===== src/rtl/pc_pkg.sv =====
// Shared types and helpers for the program-counter unit and its return-address stack.
package pc_pkg;

    typedef enum logic [2:0] {
        NPC_HOLD,
        NPC_RET,
        NPC_CALL,
        NPC_BR,
        NPC_INC
    } npc_sel_t;

    // Pointer width for a power-of-two RAS; the count needs one extra bit to reach DEPTH.
    function automatic int ras_ptr_w(input int depth);
        return (depth < 2) ? 1 : $clog2(depth);
    endfunction

endpackage


===== src/rtl/pc_ras.sv =====
// Circular return-address stack: push at top, pop from top-1, oldest entry overwritten when full.
module pc_ras
    import pc_pkg::*;
#(
    parameter int W     = 5,
    parameter int DEPTH = 4
) (
    input  logic         clk,
    input  logic         rst,
    input  logic         push,
    input  logic         pop,
    input  logic [W-1:0] push_data,
    output logic [W-1:0] top_data,
    output logic         empty,
    output logic         full
);

    localparam int PW = ras_ptr_w(DEPTH);
    localparam int CW = PW + 1;

    logic [PW-1:0] top_reg, top_next;
    logic [CW-1:0] count_reg, count_next;
    logic [W-1:0]  entry_reg [DEPTH];
    logic [PW-1:0] top_m1;
    logic          do_pop, do_push;

    assign top_m1   = top_reg - PW'(1);
    assign top_data = entry_reg[top_m1];
    assign empty    = (count_reg == '0);
    assign full     = (count_reg == CW'(DEPTH));
    assign do_pop   = pop && !empty;
    assign do_push  = push && !pop;

    always_comb begin
        top_next   = top_reg;
        count_next = count_reg;
        if (do_pop) begin
            top_next   = top_m1;
            count_next = count_reg - CW'(1);
        end else if (do_push) begin
            top_next = top_reg + PW'(1);
            // Saturate the count; the pointer keeps going, so the oldest slot is reused.
            if (!full)
                count_next = count_reg + CW'(1);
        end
    end

    always_ff @(posedge clk) begin
        if (rst) begin
            top_reg   <= '0;
            count_reg <= '0;
        end else begin
            top_reg   <= top_next;
            count_reg <= count_next;
        end
    end

    genvar gi;
    generate
        for (gi = 0; gi < DEPTH; gi++) begin : g_entry
            always_ff @(posedge clk) begin
                if (rst)
                    entry_reg[gi] <= '0;
                else if (do_push && top_reg == PW'(gi))
                    entry_reg[gi] <= push_data;
            end
        end
    endgenerate

endmodule


===== src/rtl/pc_unit.sv =====
// Program-counter unit: next-PC select (stall/ret/call/branch/increment), target adder, RAS.
// Optional sticky RAS under/overflow flag on port ras_err when PC_RAS_ERR_EN is defined.
module pc_unit
    import pc_pkg::*;
#(
    parameter int PC_W      = 5,
    parameter int RESET_VEC = 0,
    parameter int STEP      = 1,
    parameter int RAS_DEPTH = 4
) (
    input  logic            clk,
    input  logic            rst,
    input  logic            stall,
    input  logic            br_en,
    input  logic            br_rel,
    input  logic [PC_W-1:0] br_tgt,
    input  logic            call,
    input  logic            ret,
    output logic [PC_W-1:0] pc,
    output logic [PC_W-1:0] pc_plus,
    output logic            ras_empty,
    output logic            ras_full
`ifdef PC_RAS_ERR_EN
    ,
    output logic            ras_err
`endif
);

    npc_sel_t        sel;
    logic [PC_W-1:0] pc_reg, pc_next;
    logic [PC_W-1:0] target;
    logic [PC_W-1:0] ras_top;
    logic            push, pop;

    assign pc      = pc_reg;
    assign pc_plus = pc_reg + PC_W'(STEP);
    assign target  = br_rel ? (pc_reg + br_tgt) : br_tgt;
    assign push    = (sel == NPC_CALL);
    assign pop     = (sel == NPC_RET);

    always_comb begin
        sel = NPC_INC;
        if (stall)
            sel = NPC_HOLD;
        else if (ret)
            sel = ras_empty ? NPC_INC : NPC_RET;  // underflow falls through to increment
        else if (call)
            sel = NPC_CALL;
        else if (br_en)
            sel = NPC_BR;
    end

    always_comb begin
        pc_next = pc_plus;
        case (sel)
            NPC_HOLD: pc_next = pc_reg;
            NPC_RET:  pc_next = ras_top;
            NPC_CALL: pc_next = target;
            NPC_BR:   pc_next = target;
            default:  pc_next = pc_plus;
        endcase
    end

    always_ff @(posedge clk) begin
        if (rst)
            pc_reg <= PC_W'(RESET_VEC);
        else
            pc_reg <= pc_next;
    end

    pc_ras #(
        .W     (PC_W),
        .DEPTH (RAS_DEPTH)
    ) u_ras (
        .clk       (clk),
        .rst       (rst),
        .push      (push),
        .pop       (pop),
        .push_data (pc_plus),
        .top_data  (ras_top),
        .empty     (ras_empty),
        .full      (ras_full)
    );

`ifdef PC_RAS_ERR_EN
    logic err_reg, err_next;

    always_comb begin
        err_next = err_reg;
        if (!stall && ret && ras_empty)
            err_next = 1'b1;
        if (sel == NPC_CALL && ras_full)
            err_next = 1'b1;
    end

    always_ff @(posedge clk) begin
        if (rst)
            err_reg <= 1'b0;
        else
            err_reg <= err_next;
    end

    assign ras_err = err_reg;
`endif

endmodule


===== config.mk =====
export PLATFORM = sky130hd
export DESIGN_NAME = pc_unit
export DESIGN_NICKNAME = d
export VERILOG_FILES = /design/src/rtl/pc_pkg.sv /design/src/rtl/pc_ras.sv /design/src/rtl/pc_unit.sv
export SDC_FILE = /design/constraint.sdc
export NUM_CORES = 1
export LEC_CHECK = 0
export ABC_AREA = 1
export CAP_MARGIN = 20
export CORE_ASPECT_RATIO = 1.2
export CORE_UTILIZATION = 50
export CTS_BUF_LIST = sky130_fd_sc_hd__clkbuf_16
export DETAILED_ROUTE_END_ITERATION = 7
export PLACE_DENSITY = 0.78
export SLEW_MARGIN = 20
export SYNTH_ARGS = -nofsm -noshare
export SYNTH_HDL_FRONTEND = slang
export SYNTH_HIERARCHICAL = 1
export SYNTH_SLANG_ARGS = --single-unit

===== constraint.sdc =====
create_clock -name clk -period 1.7 [get_ports clk]
set_clock_uncertainty 0.15 [all_clocks]
set_input_delay 0.34 -clock clk [delete_from_list [all_inputs] [get_ports clk]]
set_output_delay 0.34 -clock clk [all_outputs]
set_load 0.01 [all_outputs]

==> results.json, run 1 <==
{
  "async_flop_share": 0,
  "power.internal_w": 0.00162,
  "routedWlPerCell_um": 14.4,
  "syn_inst": 245,
  "maxCapViolations": 0,
  "setup_violations": 35,
  "cp_slowest_cell": "fa_2",
  "die_x_um": 58.4,
  "cts_max_level": 2,
  "path_buf_inv": 2,
  "report.final.slew_viol_count": 0,
  "postPlaceCellArea_um2": 2470,
  "crit_fanout": 3,
  "layout_setup_ws_ns": -0.215,
  "crit_path_cell_trace": "nor2_4 -> nand2_2 -> inv_4 -> nor2_4 -> nand2_2 -> inv_4 -> nand2_4 -> fa_2 -> nand3_2 -> nand2_2 -> a21oi_1 -> nor2_2",
  "wirelength_mm": 5.24,
  "root_buffer": "clkbuf_16",
  "clk_latency_ns": 0.27,
  "drc": 0,
  "place.detailed.hpwl_mm": 3.34,
  "power_density_nw_per_um2": 785,
  "synth_top_area_frac": 0.315,
  "die_y_um": 69.7,
  "ys_types": 31,
  "max_stage_delay_ns": 0.38,
  "clock-sinks": 30,
  "worst_pin_slew_ns": 0.528,
  "p_sw_w": 0.000662,
  "syn_nets": 268,
  "hold_viol_final": 0,
  "io_pins": 24,
  "ys_top_cells_by_count": "47 x nand2_1, 44 x nor2_1, 34 x inv_1",
  "syn_avg_cell_area_um2": 7.78,
  "firstDrtPassIters": 5,
  "min-delay-path-class": "flip-flop to flip-flop",
  "power.switching_fraction": 0.290,
  "fillerInstances": 225,
  "ys.flop_type": "edfxtp_1",
  "grt_pass1_wl_mm": 7.79,
  "combPwrFrac": 0.267,
  "grt_start_max_net_pins": 15,
  "final-instance-count-excl-fill": 363,
  "cp_top_family": "simple AND/OR/NAND/NOR gates",
  "violations": "negative setup slack",
  "rsz0062_at_grt": "yes",
  "grt_pass1_vias": 1820,
  "tritoncts": "yes",
  "ys_seq_area_frac": 0.420,
  "place_inst": 348,
  "fmax_ghz": 0.522,
  "cp-start-kind": "flip-flop",
  "largest_register_ff_count": 20,
  "io_buffer_count": 23,
  "fin_crit_sh": 1.13,
  "numCtsBuffers": 5,
  "gp_congestion": 0.749,
  "p_total_w": 0.00229,
  "max-slew-margin-rel": 0.648,
  "drt-initial-drc-count": 88,
  "vias": 1871,
  "p_seq_frac": 0.369,
  "stdcell_area_um2": 2910,
  "clockBufferDepth": 2,
  "finalCriticalPeriod_ns": 1.91,
  "antennaDiodeCount": 0,
  "setup.worst_path.end_class": "flip-flop",
  "path_clk_slew_ns": 0.05,
  "dieArea_um2": 4070,
  "antenna_left": 0,
  "yosysWarningCount": 6,
  "num-nets-final": 333,
  "yosysMostFrequentCell": "nand2_1",
  "cp_common_cell": "nand2_2",
  "clkPwrFrac": 0.364,
  "yosys-top-cells-area": "edfxtp_1 31%, dfxtp_1 10%, nand2_1 9.3%",
  "peakVddDrop_mv": 0.924,
  "cp_data_required_time_ns": 1.70,
  "start_util": 0.525,
  "syn_area_um2": 1910,
  "area_growth_pct": 52.8,
  "vias_per_cell": 5.15,
  "track_usage": 0.248,
  "yosysTopAreaCell": "edfxtp_1",
  "num_rows": 24,
  "status": "finished, violations left",
  "coreArea_um2": 3630,
  "crit_type": "flip-flop to flip-flop",
  "cp.arrival_ns": 1.92,
  "utilization": 0.802,
  "postCtsHoldBufs": 0,
  "grt.overflow.total": 0,
  "leakage_nw": 1.34,
  "drive_gt1_frac": 0.434,
  "antenna_found_initial": 0,
  "synth-seq-cells": 30,
  "synth-edff-count": 20
}
==> path summary, 6_finish.rpt <==
check                     start                 end  slack, ns  cells after the start
max reg2reg  u_ras/count_reg[0]  u_ras/count_reg[2]      -0.21                     12
max          u_ras/count_reg[0]  u_ras/count_reg[2]      -0.21                     12
min reg2reg               pc[3]               pc[3]       0.44                      2
min                       pc[3]               pc[3]       0.44                      2
==> cell usage in the layout (no fill, tap or decap), drive strengths merged <==
master and count:
a21oi 14, nand3 11, clkinv 2, nand4 2
a31oi 2, nand3b 2, o22ai 5, clkdlybuf4s15 1
inv 37, ha 9, o21bai 1, xor2 1
or2 2, dlygate4sd2 11, nand2 53, o21a 1
clkinvlp 1, xnor2 1, o21ai 19, dlymetal6s2s 2
clkdlybuf4s50 4, buf 45, dfxtp 10, clkbuf 6
edfxtp 20, fa 2, nor2 47
==> metal layers <==
| metal | vias to the layer above | share of wire | global-route usage | routed length [um] |
|---|---|---|---|---|
| met5 | - | 0 | 0 | 0 |
| met4 | 0 | 0.019 | 0.0608 | 102 |
| met3 | 13 | 0.038 | 0.0448 | 199 |
| met2 | 57 | 0.57 | 0.478 | 2960 |
| met1 | 883 | 0.38 | 0.269 | 1970 |
| li1 | 918 | - | - | - |
==> repair_timing <==
item	in CTS	in global routing
hold endpoints to repair	0	0
buffers inserted	0	6
gates cloned	1	0
pin swaps	15	23
setup endpoints to repair	60	54
resized for setup	72	45
==> kinds of logic (layout without fill, tap and decap cells) <==
family | count (synthesis) | count (layout) | share of synthesized area
compound gates | 42 | 42 | 0.123
xor+xnor | 2 | 2 | 0.00919
fa+ha+maj | 11 | 11 | 0.0801
buf+inv | 43 | 109 | 0.0958
flops | 30 | 30 | 0.420
simple gates | 117 | 117 | 0.272
==> per-stage QoR <==
| step | hold WS, ns | setup WS, ns | setup TNS, ns |
|---|---|---|---|
| 2_1_floorplan | 0.320 | -0.0844 | -0.724 |
| 3_3_place_gp | 0.406 | -0.473 | -20.41 |
| 3_5_place_dp | 0.433 | -0.517 | -23.77 |
| 4_1_cts | 0.429 | -0.0954 | -0.794 |
| 5_1_grt | 0.484 | -0.279 | -5.06 |
| 6_report | 0.441 | -0.215 | -1.88 |
==> layout make-up <==
| type | instances | area, um2 | share of cell area |
|---|---|---|---|
| multi-input cells | 172 | 1210 | 0.415 |
| clock inverters | 3 | 16.3 | 0.00558 |
| well taps | 52 | 65.1 | 0.0223 |
| repair buffers | 64 | 541 | 0.186 |
| inverters | 37 | 144 | 0.0494 |
| clock buffers | 5 | 125 | 0.0430 |
| flip-flops and latches | 30 | 815 | 0.280 |
==> power groups by stage <==
stage / Combinational (W) / Clock, W / Sequential (W)
after CTS: 0.000550 / 0.000836 / 0.000840
after global routing: 0.000662 / 0.000870 / 0.000846
final: 0.000610 / 0.000831 / 0.000843
after global placement: 0.000507 / 0 / 0.000849
after detailed placement: 0.000519 / 0 / 0.000851
after floorplan: 0.000282 / 0 / 0.000859
==> worst min-delay path, cell delays in order (launching register included) <==
cell and delay [ns]:
dfxtp_2 0.34, o21ai_0 0.17, a21oi_1 0.04
Power figures use the tool's default switching activity.
==> run 2: changes to the inputs <==
Settings changed: CTS_BUF_LIST sky130_fd_sc_hd__clkbuf_16 to default, GPL_ROUTABILITY_DRIVEN from default to 0.
==> results.json, run 2 (synthesis gave the netlist of run 1 again) <==
{
  "wirelength_mm": 5.81,
  "leakage_nw": 1.33,
  "tritoncts": "yes",
  "cp_data_required_time_ns": 1.70,
  "die_y_um": 69.7,
  "root_buffer": "clkbuf_8",
  "min-delay-path-class": "flip-flop to flip-flop",
  "start_util": 0.525,
  "multi_input_area_um2": 1240,
  "cp.arrival_ns": 1.90,
  "peakVddDrop_mv": 0.641,
  "postCtsHoldBufs": 0,
  "drc": 0,
  "power.internal_w": 0.00139,
  "p_total_w": 0.00206,
  "drive_gt1_frac": 0.467,
  "largest_register_ff_count": 20,
  "clk_latency_ns": 0.28,
  "grt_pass1_vias": 1833,
  "postPlaceCellArea_um2": 2470,
  "max-slew-margin-rel": 0.644,
  "place_inst": 348,
  "hold_viol_final": 0,
  "die_x_um": 58.4,
  "dieArea_um2": 4070,
  "maxCapViolations": 0,
  "grt_pass1_wl_mm": 8.06,
  "track_usage": 0.263,
  "r2r_cells": 9,
  "grt_start_max_net_pins": 15,
  "num_rows": 24,
  "area_growth_pct": 53.1,
  "worst_pin_slew_ns": 0.533,
  "regArea_um2": 815,
  "antennaDiodeCount": 0,
  "fmax_ghz": 0.527,
  "layout_setup_ws_ns": -0.199,
  "routedWlPerCell_um": 15.8,
  "setup.worst_path.end_class": "flip-flop",
  "io_pins": 24,
  "numCtsBuffers": 5,
  "drt-initial-drc-count": 145,
  "cp-start-kind": "flip-flop",
  "io_buffer_count": 23,
  "coreArea_um2": 3630,
  "rsz0062_at_grt": "yes",
  "mostFrequentLayoutCell": "buf_4",
  "num-nets-final": 337,
  "p_sw_w": 0.000669,
  "finalCriticalPeriod_ns": 1.90,
  "p_seq_frac": 0.409,
  "crit_fanout": 3,
  "crit_type": "flip-flop to flip-flop",
  "report.final.slew_viol_count": 0,
  "vias": 1969,
  "vias_per_cell": 5.37,
  "clockBufferDepth": 2,
  "stdcell_area_um2": 2920,
  "firstDrtPassIters": 4,
  "power.switching_fraction": 0.325,
  "cts_max_level": 2,
  "fillerInstances": 218,
  "final-instance-count-excl-fill": 367,
  "path_clk_slew_ns": 0.07,
  "pre_cts_ws_ns": -0.517,
  "power_density_nw_per_um2": 705,
  "place.detailed.hpwl_mm": 3.34,
  "clock-sinks": 30,
  "setup_violations": 46,
  "status": "finished, violations left",
  "grt.overflow.total": 0,
  "antenna_left": 0,
  "fin_crit_sh": 1.12,
  "worst_hold_path.num_cells": 3,
  "clkPwrFrac": 0.272,
  "layout_common_cells": "37 x buf_4, 30 x nor2_1, 25 x nand2_1, 24 x inv_1, 20 x edfxtp_1",
  "violations": "negative setup slack",
  "antenna_found_initial": 0,
  "combPwrFrac": 0.319
}
==> run 2: changes by cell type in the layout (fill, tap and decap cells not counted), sizes merged <==
cell | previous run | this run
clkbuf | 6 | 7
dlymetal6s2s | 2 | 0
clkdlybuf4s50 | 4 | 5
buf | 45 | 49
==> run 2: path summary, 6_finish.rpt <==
kind	start	endpoint	slack, ns
setup / recovery	pc[0]	pc[1]	-0.20
hold / removal	u_ras/top_reg[1]	u_ras/top_reg[1]	0.47
setup reg to reg	pc[0]	pc[1]	-0.20
hold reg to reg	u_ras/top_reg[1]	u_ras/top_reg[1]	0.47
==> run 2: power by group through the flow <==
stage / Sequential, W / Clock (W) / Combinational [W]
6_report: 0.000841 / 0.000560 / 0.000656
5_1_grt: 0.000843 / 0.000594 / 0.000701
4_1_cts: 0.000839 / 0.000561 / 0.000561
3_5_place_dp: 0.000851 / 0 / 0.000519
3_3_place_gp: 0.000849 / 0 / 0.000507
2_1_floorplan: 0.000859 / 0 / 0.000282
==> run 2: repair_timing <==
| action | CTS | global route |
|---|---|---|
| endpoints found under the hold margin | 0 | 0 |
| gates resized for setup | 82 | 49 |
| gates cloned | 1 | 0 |
| setup buffers | 4 | 6 |
| pin swaps | 27 | 28 |
| endpoints found under the setup margin | 61 | 56 |
==> run 2: per-stage QoR <==
step / setup TNS [ns] / util / hold WS, ns
global placement: -20.41 / 0.680 / 0.406
global route: -6.41 / 0.803 / 0.479
finish: -2.81 / 0.803 / 0.474
floorplan: -0.724 / - / 0.320
detailed placement: -23.77 / 0.680 / 0.433
CTS: -1.57 / 0.761 / 0.431
==> run 2: area by class of cell <==
cell class / instances / share of cell area
clock buffer: 5 / 0.0236
clock inverter: 3 / 0.00557
tap: 52 / 0.0223
multi-input combinational: 172 / 0.423
sequential: 30 / 0.279
inverter: 37 / 0.0501
timing repair buffer: 68 / 0.196
==> run 2: layer usage <==
| metal | vias up | GRT usage | part of all wire |
|---|---|---|---|
| met5 | - | 0 | 0 |
| met2 | 59 | 0.494 | 0.55 |
| met4 | 0 | 0.0952 | 0.028 |
| li1 | 932 | - | - |
| met1 | 960 | 0.272 | 0.39 |
| met3 | 18 | 0.0653 | 0.033 |
==> run 2: worst max-delay path, cell delays in order (launching register included) <==
cell and delay, ns:
dfxtp_4 0.37, buf_6 0.10, ha_4 0.14, inv_2 0.04, fa_2 0.50, nand2_1 0.05
o21ai_1 0.11, nor2_1 0.08, nor2_1 0.11, a31oi_1 0.11
==> run 3: changes to the inputs <==
Settings changed: CORE_UTILIZATION 50 to 52, CTS_BUF_LIST from default to sky130_fd_sc_hd__clkbuf_2 sky130_fd_sc_hd__clkbuf_4 sky130_fd_sc_hd__clkbuf_8, PLACE_DENSITY 0.78 to 0.81.
==> results.json, run 3 (synthesis gave the netlist of run 1 again) <==
{
  "r2r-end": "u_ras/count_reg[2]",
  "antenna_found_initial": 0,
  "clk_latency_ns": 0.28,
  "firstDrtPassIters": 7,
  "utilization": 0.860,
  "io_buffer_count": 23,
  "layout_common_cells": "38 x buf_4, 29 x nand2_1, 29 x nor2_1, 24 x inv_1, 20 x edfxtp_1",
  "clockBufferDepth": 2,
  "routedWlPerCell_um": 19.1,
  "mostFrequentLayoutCell": "buf_4",
  "cp.arrival_ns": 1.97,
  "fin_crit_sh": 1.14,
  "drc": 6,
  "r2r_cells": 14,
  "setup_violations": 52,
  "cp_data_required_time_ns": 1.73,
  "postCtsHoldBufs": 0,
  "stdcell_area_um2": 2950,
  "leakage_nw": 1.35,
  "antenna_left": 0,
  "io_pins": 24,
  "fin_tns_setup_ns": -8.93,
  "status": "finished, violations left",
  "worstSetupEndpoint": "u_ras/count_reg[2]",
  "power_density_nw_per_um2": 769,
  "die_y_um": 68.3,
  "hold_viol_final": 0,
  "cts_max_level": 2,
  "timing.rr.start": "u_ras/count_reg[0]",
  "coreArea_um2": 3420,
  "drive_gt1_frac": 0.478,
  "postPlaceCellArea_um2": 2440,
  "cp_common_cell": "nor2_4",
  "layout_setup_ws_ns": -0.240,
  "num-nets-final": 336,
  "crit_type": "flip-flop to flip-flop",
  "rsz0062_at_grt": "yes",
  "numCtsBuffers": 5,
  "track_usage": 0.292,
  "violations": "design-rule violations, negative setup slack",
  "root_buffer": "clkbuf_8",
  "fillerInstances": 176,
  "antennaDiodeCount": 0,
  "grt_start_max_net_pins": 15,
  "path_clk_slew_ns": 0.07,
  "wirelength_mm": 6.69,
  "max_stage_delay_ns": 0.35,
  "crit_fanout": 6,
  "report.final.slew_viol_count": 0,
  "num_rows": 23,
  "holdWs_ns": 0.459,
  "hp-start": "u_ras/count_reg[2]",
  "cp_top_family": "simple AND/OR/NAND/NOR gates",
  "peakVddDrop_mv": 1.19,
  "path_depth": 14,
  "cp-startpoint": "u_ras/count_reg[0]",
  "drt-initial-drc-count": 179,
  "min-delay-path-class": "flip-flop to flip-flop",
  "vias_per_cell": 5.99,
  "finalCriticalPeriod_ns": 1.94,
  "cp-start-kind": "flip-flop",
  "p_total_w": 0.00227,
  "cp_slowest_cell": "dfxtp_2",
  "rrSetupSlack_ns": -0.24,
  "area_growth_pct": 54.5,
  "path_buf_inv": 4,
  "start_util": 0.557,
  "grt_pass1_wl_mm": 8.42,
  "clock-sinks": 30,
  "place.detailed.hpwl_mm": 3.45,
  "fmax_ghz": 0.515,
  "setup.worst_path.end_class": "flip-flop",
  "grt_pass1_vias": 1929,
  "grt.overflow.total": 0,
  "die_x_um": 57.3,
  "vias": 2101,
  "worst_pin_slew_ns": 0.543,
  "dieArea_um2": 3910,
  "largest_register_ff_count": 20,
  "tritoncts": "yes",
  "crit_path_cell_trace": "nor2_4 -> nand2_2 -> inv_4 -> nor2_4 -> nand2_2 -> inv_4 -> buf_4 -> nor2_4 -> buf_6 -> nand2_4 -> nand2_4 -> nand3_2 -> nand2_1 -> nor2_1",
  "maxCapViolations": 0,
  "max-slew-margin-rel": 0.637
}
## run 3: where the power goes
group / total (W) / leakage (nW) / switching [W] / internal, W
Combinational: 0.000693 / 1.00 / 0.000396 / 0.000297
Sequential: 0.000845 / 0.294 / 0.0000280 / 0.000817
Clock: 0.000727 / 0.0504 / 0.000292 / 0.000435
Total: 0.00227 / 1.35 / 0.000716 / 0.00155
## run 3: cell type report
class                   instances  area [um2]  area share
clock inverters                 3        45.0      0.0153
repair buffers                 67         563       0.191
clock buffers                   5        68.8      0.0234
well taps                      37        46.3      0.0157
flip-flops and latches         30         818       0.278
inverters                      37         144      0.0489
multi-input cells             172        1260       0.428
## run 3: tightest hold or removal path, cell delays in order, from the launching register on
cell and delay [ns]:
dfxtp_2 0.33, buf_4 0.14, a21oi_2 0.04, nor2_1 0.07
## run 3: worst min path at each step
stage                          to  slack [ns]  cells past startpoint
6_report       u_ras/count_reg[2]        0.46                      3
5_1_grt        u_ras/count_reg[2]        0.48                      3
4_1_cts        u_ras/count_reg[2]        0.45                      3
3_5_place_dp   u_ras/count_reg[1]        0.41                      2
3_3_place_gp   u_ras/count_reg[1]        0.38                      2
2_1_floorplan  u_ras/count_reg[2]        0.32                      2
## run 3: repair_timing
item                       CTS  global route
setup buffers                4             8
hold endpoints to repair     0             0
resized for setup           70            65
cloned                       1             0
pin swaps                   12            19
setup endpoints to repair   59            57
## run 3: metal layers
metal  track usage  vias to the layer above  routed length, um
li1              -                      923                  -
met1         0.281                      977               2360
met2         0.569                      143               3410
met3        0.0605                       58                419
met4         0.177                        0                498
met5             0                        -                  0
## run 3: per-stage QoR
stage	setup WS, ns	cells
after floorplan	-0.0844	245
after global placement	-0.455	331
after detailed placement	-0.488	331
after CTS	-0.167	344
after global routing	-0.303	351
final	-0.240	351
